## src/rtl/matmul_mac_sequencer.sv

```systemverilog
// Issue sequencer for the shared MAC: walks (i,j,k) with k innermost, drives
// operand addresses and MAC control, and times each C write to the MAC latency.
module matmul_mac_sequencer #(
  parameter int N       = 4,
  parameter int IDX_W   = 2,
  parameter int MAC_LAT = 2
) (
  input  logic               clk,
  input  logic               rst_n,
  input  logic               start,
  input  logic               abort,
  output logic               busy,
  output logic               done,
  output logic [2*IDX_W-1:0] a_addr,
  output logic [2*IDX_W-1:0] b_addr,
  output logic               mac_en,
  output logic               mac_clr,
  output logic               mac_last,
  output logic               c_we,
  output logic [2*IDX_W-1:0] c_addr
);

  localparam int DW = $clog2(MAC_LAT + 1);
  localparam logic [IDX_W-1:0] IMAX  = IDX_W'(N - 1);
  localparam logic [DW-1:0]    DLAST = DW'(MAC_LAT - 1);

  typedef enum logic [1:0] {IDLE, RUN, DRAIN, DONE} state_t;

  state_t           state, state_n;
  logic [IDX_W-1:0] i_q, j_q, k_q, i_n, j_n, k_n;
  logic [DW-1:0]    dcnt_q, dcnt_n;

  logic               busy_d, done_d, en_d, clr_d, last_d;
  logic [2*IDX_W-1:0] a_d, b_d;

  logic               vld_pipe [MAC_LAT:1];
  logic [2*IDX_W-1:0] adr_pipe [MAC_LAT:1];

  always_ff @(posedge clk or negedge rst_n) begin
    if (!rst_n) begin
      state  <= IDLE;
      i_q    <= '0;
      j_q    <= '0;
      k_q    <= '0;
      dcnt_q <= '0;
    end else begin
      state  <= state_n;
      i_q    <= i_n;
      j_q    <= j_n;
      k_q    <= k_n;
      dcnt_q <= dcnt_n;
    end
  end

  // Counters hold the issue being presented; all-ones wrap returns them to 0
  // on the final issue, so DRAIN and IDLE see cleared indices.
  always_comb begin
    state_n = state;
    i_n     = i_q;
    j_n     = j_q;
    k_n     = k_q;
    dcnt_n  = '0;
    if (abort) begin
      state_n = IDLE;
      i_n     = '0;
      j_n     = '0;
      k_n     = '0;
    end else begin
      case (state)
        IDLE: if (start) state_n = RUN;
        RUN: begin
          k_n = k_q + 1'b1;
          if (k_q == IMAX) begin
            j_n = j_q + 1'b1;
            if (j_q == IMAX) begin
              i_n = i_q + 1'b1;
              if (i_q == IMAX) state_n = DRAIN;
            end
          end
        end
        DRAIN: begin
          dcnt_n = dcnt_q + 1'b1;
          if (dcnt_q == DLAST) begin
            state_n = DONE;
            dcnt_n  = '0;
          end
        end
        default: state_n = IDLE;
      endcase
    end
  end

  // Outputs are decoded from the next state so they land in registers aligned
  // with the state they describe.
  always_comb begin
    en_d   = (state_n == RUN);
    clr_d  = en_d && (k_n == '0);
    last_d = en_d && (k_n == IMAX);
    a_d    = en_d ? {i_n, k_n} : '0;
    b_d    = en_d ? {k_n, j_n} : '0;
    busy_d = (state_n == RUN) || (state_n == DRAIN);
    done_d = (state_n == DONE);
  end

  always_ff @(posedge clk or negedge rst_n) begin
    if (!rst_n) begin
      busy     <= 1'b0;
      done     <= 1'b0;
      mac_en   <= 1'b0;
      mac_clr  <= 1'b0;
      mac_last <= 1'b0;
      a_addr   <= '0;
      b_addr   <= '0;
    end else begin
      busy     <= busy_d;
      done     <= done_d;
      mac_en   <= en_d;
      mac_clr  <= clr_d;
      mac_last <= last_d;
      a_addr   <= a_d;
      b_addr   <= b_d;
    end
  end

  // Stage 1 captures the presented mac_last, so the tail is MAC_LAT cycles late.
  always_ff @(posedge clk or negedge rst_n) begin
    if (!rst_n) begin
      for (int s = 1; s <= MAC_LAT; s++) begin
        vld_pipe[s] <= 1'b0;
        adr_pipe[s] <= '0;
      end
    end else if (abort) begin
      for (int s = 1; s <= MAC_LAT; s++) begin
        vld_pipe[s] <= 1'b0;
        adr_pipe[s] <= '0;
      end
    end else begin
      vld_pipe[1] <= mac_last;
      adr_pipe[1] <= mac_last ? {a_addr[2*IDX_W-1:IDX_W], b_addr[IDX_W-1:0]} : '0;
      for (int s = 2; s <= MAC_LAT; s++) begin
        vld_pipe[s] <= vld_pipe[s-1];
        adr_pipe[s] <= adr_pipe[s-1];
      end
    end
  end

  assign c_we   = vld_pipe[MAC_LAT];
  assign c_addr = adr_pipe[MAC_LAT];

endmodule

```

## config.mk

```make
export PLATFORM = sky130hd
export DESIGN_NAME = matmul_mac_sequencer
export DESIGN_NICKNAME = d
export VERILOG_FILES = /design/src/rtl/matmul_mac_sequencer.sv
export SDC_FILE = /design/constraint.sdc
export NUM_CORES = 1
export LEC_CHECK = 0
export BUFFER_PORTS_ARGS = -buffer_cell sky130_fd_sc_hd__buf_2
export CORE_AREA = 2 2 54 56
export CTS_CLUSTER_DIAMETER = 200
export CTS_CLUSTER_SIZE = 14
export DETAILED_ROUTE_END_ITERATION = 7
export DIE_AREA = 0 0 56 58
export PLACE_DENSITY = 0.7
export SKIP_CTS_REPAIR_TIMING = 1
export SLEW_MARGIN = 20
export SYNTH_ARGS = -nofsm -noshare
export SYNTH_HDL_FRONTEND = slang
export SYNTH_SLANG_ARGS = --single-unit
```

## constraint.sdc

```tcl
create_clock -name clk -period 2.6 [get_ports clk]
set_clock_uncertainty 0.1 [all_clocks]
set_input_delay 0.39 -clock clk [delete_from_list [all_inputs] [get_ports clk]]
set_output_delay 0.39 -clock clk [all_outputs]
set_load 0.01 [all_outputs]
```

==> summary.txt, run 1 <==
Power and ir drop
  – Leakage: 0.7543 nW
  – Pwr per Cell Area: 688.7 nW/µm²
  – Total Power: 965.1 µW
  – Peak VDD IR: 0.5032 mV

Logic synthesis
  – Mapped Nets: 103
  – Ys Warns: 0
  – Sequential share of the synthesized area: 0.6333
  – EDFF count, synth: 0
  – Mapped Cells: 94
  – Async SR Flop Fraction: 1.000
  – Cell area after synthesis: 1225 µm²
  – Avg Cell Area, Syn: 13.03 µm²
  – Seq cells post-synth: 31
  – Synth Flop Type: dfrtp_1
  – Post-synth cell types: 27

Critical path
  – CP max stage delay: 0.46 ns
  – CP Max Fanout: 7
  – Slowest cell on crit path: dfrtp_1
  – Worst reg2reg startpoint: k_q[0]
  – Reg2reg end: a_addr[1]
  – Critical Path RT: 2.75 ns
  – Origin of the worst setup path: k_q[0]
  – Crit. End Element: flop
  – R2R cell count: 6
  – Critical Path, Cell by Cell: ha_1 -> a311o_1 -> o31ai_1 -> ha_1 -> nand2b_1 -> nor2_1
  – Crit-path most repeated cell: ha_1
  – Critical Path AT: 2.05 ns
  – Worst setup SP type: flop
  – Reg-to-reg slack, setup: 0.70 ns
  – Critical path class: flop to flop

Route
  – Via density: 4.925
  – Final wirelength: 1791 µm
  – Routed wire length per instance: 12.27 µm
  – Via count: 719
  – DRT iter0 DRCs: 14
  – Post-route ant nets: 0
  – DRC violations left: 0
  – Detailed-router iteration count before antenna repair: 4

STA
  – Max-slew violation count: 0
  – Final setup TNS: 0 ns
  – Worst slew pin tran: 0.6413 ns
  – Rel. slew slack: 0.5725
  – Final setup fails: 0
  – Final hold vios: 31
  – Worst hold slack: -0.02311 ns
  – Fmax achieved: 525.5 MHz
  – Fin crit period: 1.903 ns
  – RSZ-0062 raised after global routing: no
  – Final period utilization: 0.7320

Cells and area
  – Layout area overhead: 14.40%
  – Layout cells sized above 1: 0.2783
  – Fillers: 243
  – ANT cells: 0
  – Nets: 123

Floorplanning
  – Die W: 56 µm
  – Core area: 2663 µm²
  – Number of I/O pins: 22
  – Die H: 58 µm
  – Number of core rows: 19
  – Die area: 3248 µm²
  – Initial Util: 0.4601

Clocking
  – Clock transition at path regs: 0.10 ns
  – Worst skew pair latency: 0.33 ns
  – CTS Buffer Depth: 2
  – CTS Sinks: 31
  – Root buffer cell: clkbuf_4
  – H-tree levels: 2
  – Num CTS Buffers: 5
  – CTS tree: yes

Global routing
  – Antenna violations before repair: 0
  – Largest net degree at the start of global routing: 32
  – Grt ovf: 0
  – Vias in the first global route: 668
  – First-pass GRT wire length: 3029 µm
  – Global Route Usage Sum: 0.1279

Place
  – GPL Wtd Cong: 0.7069
  – Dpl hpwl: 1291 µm
  – PortBufs: 21

Outcome
  – Status: finished, violations left
  – Failing checks: negative hold slack

Run
  – Max Cap Viol: 0

Hold path
  – Class of the worst hold path: input pin to async pin
==> per-stage QoR <==
| step | instances | instance area, µm² | util | hold slack, ns | setup slack (ns) |
|---|---|---|---|---|---|
| global placement | 138 | 1315 | 0.4939 | 0.3341 | 0.7683 |
| finish | 146 | 1401 | 0.5263 | -0.02311 | 0.6969 |
| global route | 146 | 1401 | 0.5263 | 0.02485 | 0.5725 |
| floorplan | 94 | 1225 | - | -0.005591 | 0.8608 |
| CTS | 146 | 1401 | 0.5263 | -0.00009759 | 0.6734 |
| detailed placement | 138 | 1315 | 0.4939 | 0.3381 | 0.7041 |
==> state kept, by name, summed over array words and instances (netlist names), 2 cells and up <==
register / cells
j_q: 2
state: 2
a_addr: 3
adr_pipe: 4
i_q: 2
c_addr: 4
dcnt_q: 2
b_addr: 3
k_q: 2
==> area by class of cell <==
class / instances / area [µm²] / share of cell area
clock buffers: 6 / 51.30 / 0.03661
flip-flops and latches: 31 / 775.7 / 0.5536
clock inverters: 2 / 35.03 / 0.02500
multi-input cells: 54 / 391.6 / 0.2795
inverters: 1 / 3.754 / 0.002679
repair buffers: 21 / 105.1 / 0.07500
well taps: 31 / 38.79 / 0.02768
==> routing by layer <==
layer,share of wire,wire (µm),global-route usage,vias up
li1,-,-,-,346
met1,0.45,801,0.1518,350
met2,0.47,845,0.1966,17
met3,0.060,107,0.04911,6
met4,0.020,36,0.08163,0
met5,0,0,0,-
==> Yosys cell counts (2+ instances only) <==
cell / number / area share
nand2b_1: 3 / 0.015
dfrtp_1: 31 / 0.63
mux2i_1: 4 / 0.033
buf_4: 6 / 0.037
nor2_1: 13 / 0.040
nor2b_1: 7 / 0.036
and2_1: 5 / 0.026
xor2_1: 2 / 0.014
ha_1: 5 / 0.051
==> worst max-delay path by stage <==
stage	cells past startpoint	to	slack, ns
finish	6	a_addr[1]	0.70
detailed placement	6	b_addr[1]	0.70
floorplan	6	a_addr[1]	0.86
global placement	6	mac_last	0.77
CTS	6	a_addr[1]	0.67
global route	6	mac_last	0.57
==> worst max-delay path: cells and delay by family, from the launching register on <==
kind | cells | cell delay (ns)
AND/OR/NAND/NOR | 2 | 0.32
AO/OA/AOI/OAI | 2 | 0.40
flip-flops | 1 | 0.46
adder cells (fa/ha/maj) | 2 | 0.55
==> power by group <==
part	switching (mW)	leakage (nW)	internal, mW	total (mW)
combinational	0.0419	0.279	0.0294	0.0713
clock	0.160	0.0482	0.227	0.387
sequential	0.0118	0.427	0.495	0.506
total	0.214	0.754	0.751	0.965
==> cell usage in the layout (no fill, tap or decap) <==
master and instances:
nand2b_1 3, bufinv_16 1, nor4b_2 1, and2_1 5, clkbuf_8 1, xor2_1 2
o31ai_1 1, nor3b_1 1, dfrtp_1 31, buf_2 21, nand4b_1 1, mux2i_1 4
nand3b_1 1, a21oi_1 1, xnor2_1 1, nor3_2 1, clkbuf_4 5, nor2_1 13
clkinv_2 1, nor4bb_1 1, a31oi_1 1, ha_1 5, and2b_4 1, nor2b_1 7
o31a_1 1, inv_1 1, nand4_1 1, a21o_1 1, a311o_1 1
==> cell families (layout without fill, tap and decap cells) <==
kind of cell               Yosys count  in the layout  synth area share
muxes                                4              4           0.03269
AOI/OAI and AO/OA                    6              6           0.03678
xor gates and xnor gates             3              3           0.02145
and+or+nand+nor                     36             36            0.1777
adders and majority gates            5              5           0.05107
buffers and inverters                9             30           0.04697
DFF                                 31             31            0.6333
Note: power is estimated with default switching activity, not from simulation.
==> run 2, diff against run 1 <==
- PLACE_DENSITY: 0.7 -> 0.73
- clock period: 2.6 -> 1.6 ns (I/O delays scaled with it)
==> summary.txt, run 2 (same netlist as run 1, synthesis figures left out) <==
Outcome
  – Status: finished, violations left
  – Failing checks: negative setup slack

Critical path
  – Critical Path AT: 1.88 ns (-0.17 ns)
  – Worst setup SP type: flop
  – Critical path class: flop to flop
  – Crit. End Element: flop
  – CP Max Fanout: 7 (unchanged)
  – Critical Path RT: 1.77 ns (-0.98 ns)
  – Reg-to-reg slack, setup: -0.11 ns (-0.80 ns)

Route
  – Post-route ant nets: 0 (unchanged)
  – DRT iter0 DRCs: 3 (-11)
  – Final wirelength: 2173 µm (+21%)
  – Via count: 809 (+13%)
  – Via density: 4.963 (+0.78%)
  – Detailed-router iteration count before antenna repair: 4 (unchanged)
  – Routed wire length per instance: 13.33 µm (+8.7%)
  – DRC violations left: 0 (unchanged)

Cells and area
  – Fillers: 223 (-8.2%)
  – Nets: 140 (+14%)
  – ANT cells: 0 (unchanged)
  – Layout cells sized above 1: 0.4318 (+0.1536)
  – FF+latch area: 775.7 µm² (unchanged)
  – Most common cell after layout, fill and taps aside: dfrtp_1
  – Most frequent cells in the layout: 31 x dfrtp_1, 21 x buf_2, 16 x buf_4
  – Layout area overhead: 29.83%
  – Area of the multi-input gates: 450.4 µm² (+15%)

Power and ir drop
  – Peak VDD IR: 1.015 mV (+100%)
  – Switching fraction of total power: 0.2295 (+0.007735)
  – Leakage: 0.8467 nW (+12%)
  – Pint: 1.267 mW (+69%)
  – Clock network power share: 0.386 (-0.015)
  – Switching Power: 377.3 µW (+76%)
  – Seq pwr share: 0.496 (-0.029)
  – Comb pwr share: 0.118 (+0.044)
  – Pwr per Cell Area: 1034 nW/µm² (+50%)

STA
  – Fin crit period: 1.706 ns (-0.1971 ns)
  – Worst slew pin tran: 0.6460 ns (+0.004723 ns)
  – Worst hold slack: 0.08931 ns (+0.1124 ns)
  – Final setup TNS: -0.7117 ns (-0.7117 ns)
  – Fmax achieved: 586.2 MHz (+12%)
  – RSZ-0062 raised after global routing: yes
  – Max-slew violation count: 0 (unchanged)
  – Setup WS post-layout: -0.1059 ns (-0.8029 ns)
  – Rel. slew slack: 0.5693 (-0.003149)
  – Final setup fails: 9 (+9)
  – Final hold vios: 0 (-100%)
  – Final period utilization: 1.066 (+0.3343)

Global routing
  – Largest net degree at the start of global routing: 32 (unchanged)
  – Grt ovf: 0 (unchanged)
  – First-pass GRT wire length: 3381 µm (+12%)
  – Antenna violations before repair: 0 (unchanged)
  – Global Route Usage Sum: 0.1480 (+0.02013)
  – Vias in the first global route: 773 (+16%)

Floorplanning
  – Number of core rows: 19 (unchanged)
  – Die W: 56 µm (unchanged)
  – Core area: 2663 µm² (unchanged)
  – Die area: 3248 µm² (unchanged)
  – Initial Util: 0.4601 (unchanged)
  – Die H: 58 µm (unchanged)
  – Number of I/O pins: 22 (unchanged)

Place
  – GPL Wtd Cong: 0.7540 (+6.7%)
  – PortBufs: 21 (unchanged)
  – Dpl hpwl: 1483 µm (+15%)

Clocking
  – CTS Sinks: 31 (unchanged)
  – Root buffer cell: clkbuf_4
  – H-tree levels: 2 (unchanged)
  – Worst skew pair latency: 0.34 ns (about the same)
  – CTS tree: yes
  – Num CTS Buffers: 5 (unchanged)
  – Clock transition at path regs: 0.09 ns (about the same)
  – CTS Buffer Depth: 2 (unchanged)

Run
  – Max Cap Viol: 0 (unchanged)

Hold path
  – Class of the worst hold path: input pin to flop
run 2: cell types whose count changed in the layout (fill, tap and decap cells not counted), sizes merged:
cell and change:
dlygate4sd3 +1, buf +16
run 2: final cells by class:
class	count	share of cell area
Timing Repair Buffer	38	0.1479
Inverter	1	0.002360
Clock inverter	2	0.02203
Sequential cell	31	0.4878
Multi-Input combinational cell	54	0.2832
Clock buffer	6	0.03226
Tap cell	31	0.02439
run 2: routing by layer:
layer / share of wire / wire length [µm] / up-vias / global-route usage
met4: 0.030 / 65 / 0 / 0.09184
met3: 0.054 / 118 / 8 / 0.06027
met5: 0 / 0 / - / 0
li1: - / - / 382 / -
met1: 0.36 / 777 / 403 / 0.1335
met2: 0.56 / 1212 / 16 / 0.2739
run 2: worst paths after layout:
check	start	to	depth (start not counted)
max reg2reg	k_q[1]	a_addr[3]	6
min in group asynchronous	rst_n	b_addr[2]	2
max in group asynchronous	rst_n	dcnt_q[0]	2
min	abort	state[1]	2
min reg2reg	dcnt_q[0]	dcnt_q[0]	1
max	k_q[1]	a_addr[3]	6
run 2: per-stage QoR:
stage | power [mW] | utilization | worst slack, ns | area (µm²) | instances
final | 1.644 | 0.5973 | -0.1059 | 1590 | 163
after global routing | 1.709 | 0.5973 | -0.1633 | 1590 | 163
after CTS | 1.637 | 0.5705 | -0.1924 | 1519 | 158
after detailed placement | 0.9997 | 0.5381 | -0.1511 | 1433 | 150
after global placement | 0.9966 | 0.5381 | -0.06535 | 1433 | 150
after floorplan | 0.9240 | - | 0.001765 | 1252 | 94
run 2: critical path, cell delays in order (launching register included):
cell      delay (ns)
dfrtp_1         0.40
ha_2            0.20
a311o_1         0.41
o31ai_4         0.10
ha_4            0.20
nand2b_4        0.10
nor2_2          0.14
run 2: power groups by stage:
stage | sequential, mW | clock [mW] | combinational, mW
detailed placement | 0.831 | 0 | 0.168
floorplan | 0.845 | 0 | 0.0795
global route | 0.818 | 0.678 | 0.213
finish | 0.815 | 0.634 | 0.194
CTS | 0.816 | 0.651 | 0.170
global placement | 0.831 | 0 | 0.166
==> run 3, diff against run 2 <==
- ABC_AREA: unset -> 1
- CORE_AREA: 2 2 54 56 -> 2 2 55 57
- DIE_AREA: 0 0 56 58 -> 0 0 57 59
==> summary.txt, run 3 <==
Clocking
  – Root buffer cell: clkbuf_4
  – Clock transition at path regs: 0.10 ns (about the same)
  – CTS tree: yes
  – H-tree levels: 2 (unchanged)
  – Num CTS Buffers: 5 (unchanged)
  – Worst skew pair latency: 0.33 ns (about the same)
  – CTS Sinks: 31 (unchanged)
  – CTS Buffer Depth: 2 (unchanged)

STA
  – Worst hold slack: 0.1569 ns (+0.06764 ns)
  – Final period utilization: 1.002 (-0.06422)
  – Rel. slew slack: 0.5540 (-0.01531)
  – RSZ-0062 raised after global routing: yes
  – Worst slew pin tran: 0.6689 ns (+0.02296 ns)
  – Max-slew violation count: 0 (unchanged)
  – Fin crit period: 1.603 ns (-0.1027 ns)
  – Fmax achieved: 623.8 MHz (+6.4%)
  – Final hold vios: 0 (unchanged)
  – Setup WS post-layout: -0.003179 ns (+0.1027 ns)
  – Final setup fails: 1 (-8)

Route
  – Final wirelength: 2212 µm (+1.8%)
  – Via count: 929 (+15%)
  – DRC violations left: 0 (unchanged)
  – Detailed-router iteration count before antenna repair: 4 (unchanged)
  – Post-route ant nets: 0 (unchanged)
  – Routed wire length per instance: 11.12 µm (-17%)
  – DRT iter0 DRCs: 21 (+18)
  – Via density: 4.668 (-5.9%)

Global routing
  – Largest net degree at the start of global routing: 32 (unchanged)
  – Vias in the first global route: 898 (+16%)
  – First-pass GRT wire length: 3705 µm (+9.6%)
  – Grt ovf: 0 (unchanged)
  – Global Route Usage Sum: 0.1533 (+0.005316)
  – Antenna violations before repair: 0 (unchanged)

Cells and area
  – Most common cell after layout, fill and taps aside: dfrtp_1
  – Layout area overhead: 21.10%
  – Final Non-Filler Cells: 199 (+22%)
  – Most frequent cells in the layout: 31 x dfrtp_1, 25 x inv_1, 21 x buf_2
  – Fillers: 234 (+4.9%)
  – Nets: 176 (+26%)
  – ANT cells: 0 (unchanged)
  – Layout cells sized above 1: 0.3333 (-0.09848)

Logic synthesis
  – Top post-synthesis cells by area: dfrtp_1 60%, inv_1 8.7%, nand2_1 5.8%
  – EDFF count, synth: 0 (unchanged)
  – Post-synth cell types: 17 (-37%)
  – Most frequent cell after synthesis: dfrtp_1
  – Async SR Flop Fraction: 1.000 (unchanged)
  – Cell area after synthesis: 1292 µm² (+5.5%)
  – Synth Flop Type: dfrtp_1
  – Post-synth top area share: 0.6002 (-0.03311)
  – Sequential share of the synthesized area: 0.6002 (-0.03311)
  – Biggest area consumer among synthesized cells: dfrtp_1
  – Avg Cell Area, Syn: 9.434 µm² (-28%)
  – Most frequent cells after synthesis: 31 x dfrtp_1, 30 x inv_1, 20 x nand2_1, 20 x nor2_1, 12 x nand3_1
  – Mapped Nets: 146 (+42%)
  – Seq cells post-synth: 31 (unchanged)
  – Mapped Cells: 137 (+46%)
  – Ys Warns: 0 (unchanged)

Critical path
  – Critical Path, Cell by Cell: ha_2 -> nand2_2 -> inv_2 -> nand2_2 -> inv_2 -> nand2_2 -> o21ai_2 -> inv_2 -> ha_4 -> nand4_1 -> nor2_1
  – Critical Path AT: 1.77 ns (-0.11 ns)
  – Worst Path Buf+Inv: 3 (+3)
  – Crit. End Element: flop
  – CP max stage delay: 0.40 ns (about the same)
  – CP delay by family, top: simple AND/OR/NAND/NOR gates
  – Slowest cell on crit path: dfrtp_1
  – Critical path class: flop to flop
  – CP Max Fanout: 4 (-3)
  – Critical Path RT: 1.76 ns (about the same)
  – Worst setup SP type: flop

Place
  – PortBufs: 21 (unchanged)
  – GPL Wtd Cong: 0.8173 (+8.4%)
  – Dpl hpwl: 1605 µm (+8.2%)
  – Total placed cells including tap cells: 190 (+27%)

Floorplanning
  – Number of core rows: 19 (unchanged)
  – Core area: 2710 µm² (+1.8%)
  – Initial Util: 0.4769 (+0.01686)
  – Die W: 57 µm (+1.8%)
  – Die area: 3363 µm² (+3.5%)
  – Die H: 59 µm (+1.7%)
  – Number of I/O pins: 22 (unchanged)

Hold path
  – Class of the worst hold path: input pin to flop

Outcome
  – Status: finished, violations left
  – Failing checks: negative setup slack

Power and ir drop
  – Pwr per Cell Area: 1002 nW/µm² (-3.1%)
  – Peak VDD IR: 0.7025 mV (-31%)
  – Leakage: 0.9285 nW (+9.7%)
  – Total Power: 1.568 mW (-4.6%)

Run
  – Max Cap Viol: 0 (unchanged)
==> run 3: cells by family (layout without fill, tap and decap cells) <==
| logic type | Yosys count | after routing | synth area share |
|---|---|---|---|
| AND/OR/NAND/NOR | 58 | 58 | 0.2033 |
| buffers and inverters | 41 | 72 | 0.1375 |
| flip-flops | 31 | 31 | 0.6002 |
| adder cells (fa/ha/maj) | 5 | 5 | 0.04840 |
| AO/OA/AOI/OAI | 2 | 2 | 0.01065 |
==> run 3: worst paths after layout <==
kind / startpoint / to / slack, ns / cells past startpoint
setup reg to reg: k_q[1] / mac_last / -0.003 / 11
min in group asynchronous: rst_n / adr_pipe[2] / 0.37 / 2
hold / removal: abort / c_addr[2] / 0.16 / 2
hold reg to reg: vld_pipe[0] / c_we / 0.37 / 2
max in group asynchronous: rst_n / dcnt_q[0] / 0.60 / 2
setup / recovery: k_q[1] / mac_last / -0.003 / 11
==> run 3: per-stage QoR <==
step / setup TNS [ns] / setup WS (ns) / util / instance area, µm²
after global placement: -0.09189 / -0.07976 / 0.5337 / 1446
after detailed placement: -0.1684 / -0.06694 / 0.5337 / 1446
after CTS: -0.4379 / -0.1051 / 0.5656 / 1533
after floorplan: 0 / 0.08259 / - / 1292
final: -0.003179 / -0.003179 / 0.5776 / 1565
after global routing: -0.1219 / -0.08003 / 0.5776 / 1565
==> run 3: final cells by class <==
class                   count  area, µm²  share of cell area
clock buffers               6      51.30             0.03277
well taps                  31      38.79             0.02478
flip-flops and latches     31      775.7              0.4956
repair buffers             30      175.2              0.1119
inverters                  34      127.6             0.08153
multi-input cells          65      361.6              0.2310
clock inverters             2      35.03             0.02238
==> run 3: worst register-to-register path, delay by kind of cell, from the launching register on <==
kind            cells  cell delay, ns
fa+ha+maj           2            0.36
buf+inv             3            0.15
simple gates        5            0.46
compound gates      1            0.06
flops               1            0.40
==> run 3: power breakdown <==
| part | total [mW] | internal [mW] | switching [mW] |
|---|---|---|---|
| clock network | 0.641 | 0.369 | 0.272 |
| registers | 0.809 | 0.800 | 0.00936 |
| logic | 0.118 | 0.0435 | 0.0750 |
==> run 3: layer usage <==
metal,global-route usage,vias up,share of wire
met1,0.1698,433,0.42
met5,0,-,0
met4,0.1063,0,0.029
met3,0.05022,9,0.059
li1,-,458,-
met2,0.2512,29,0.49
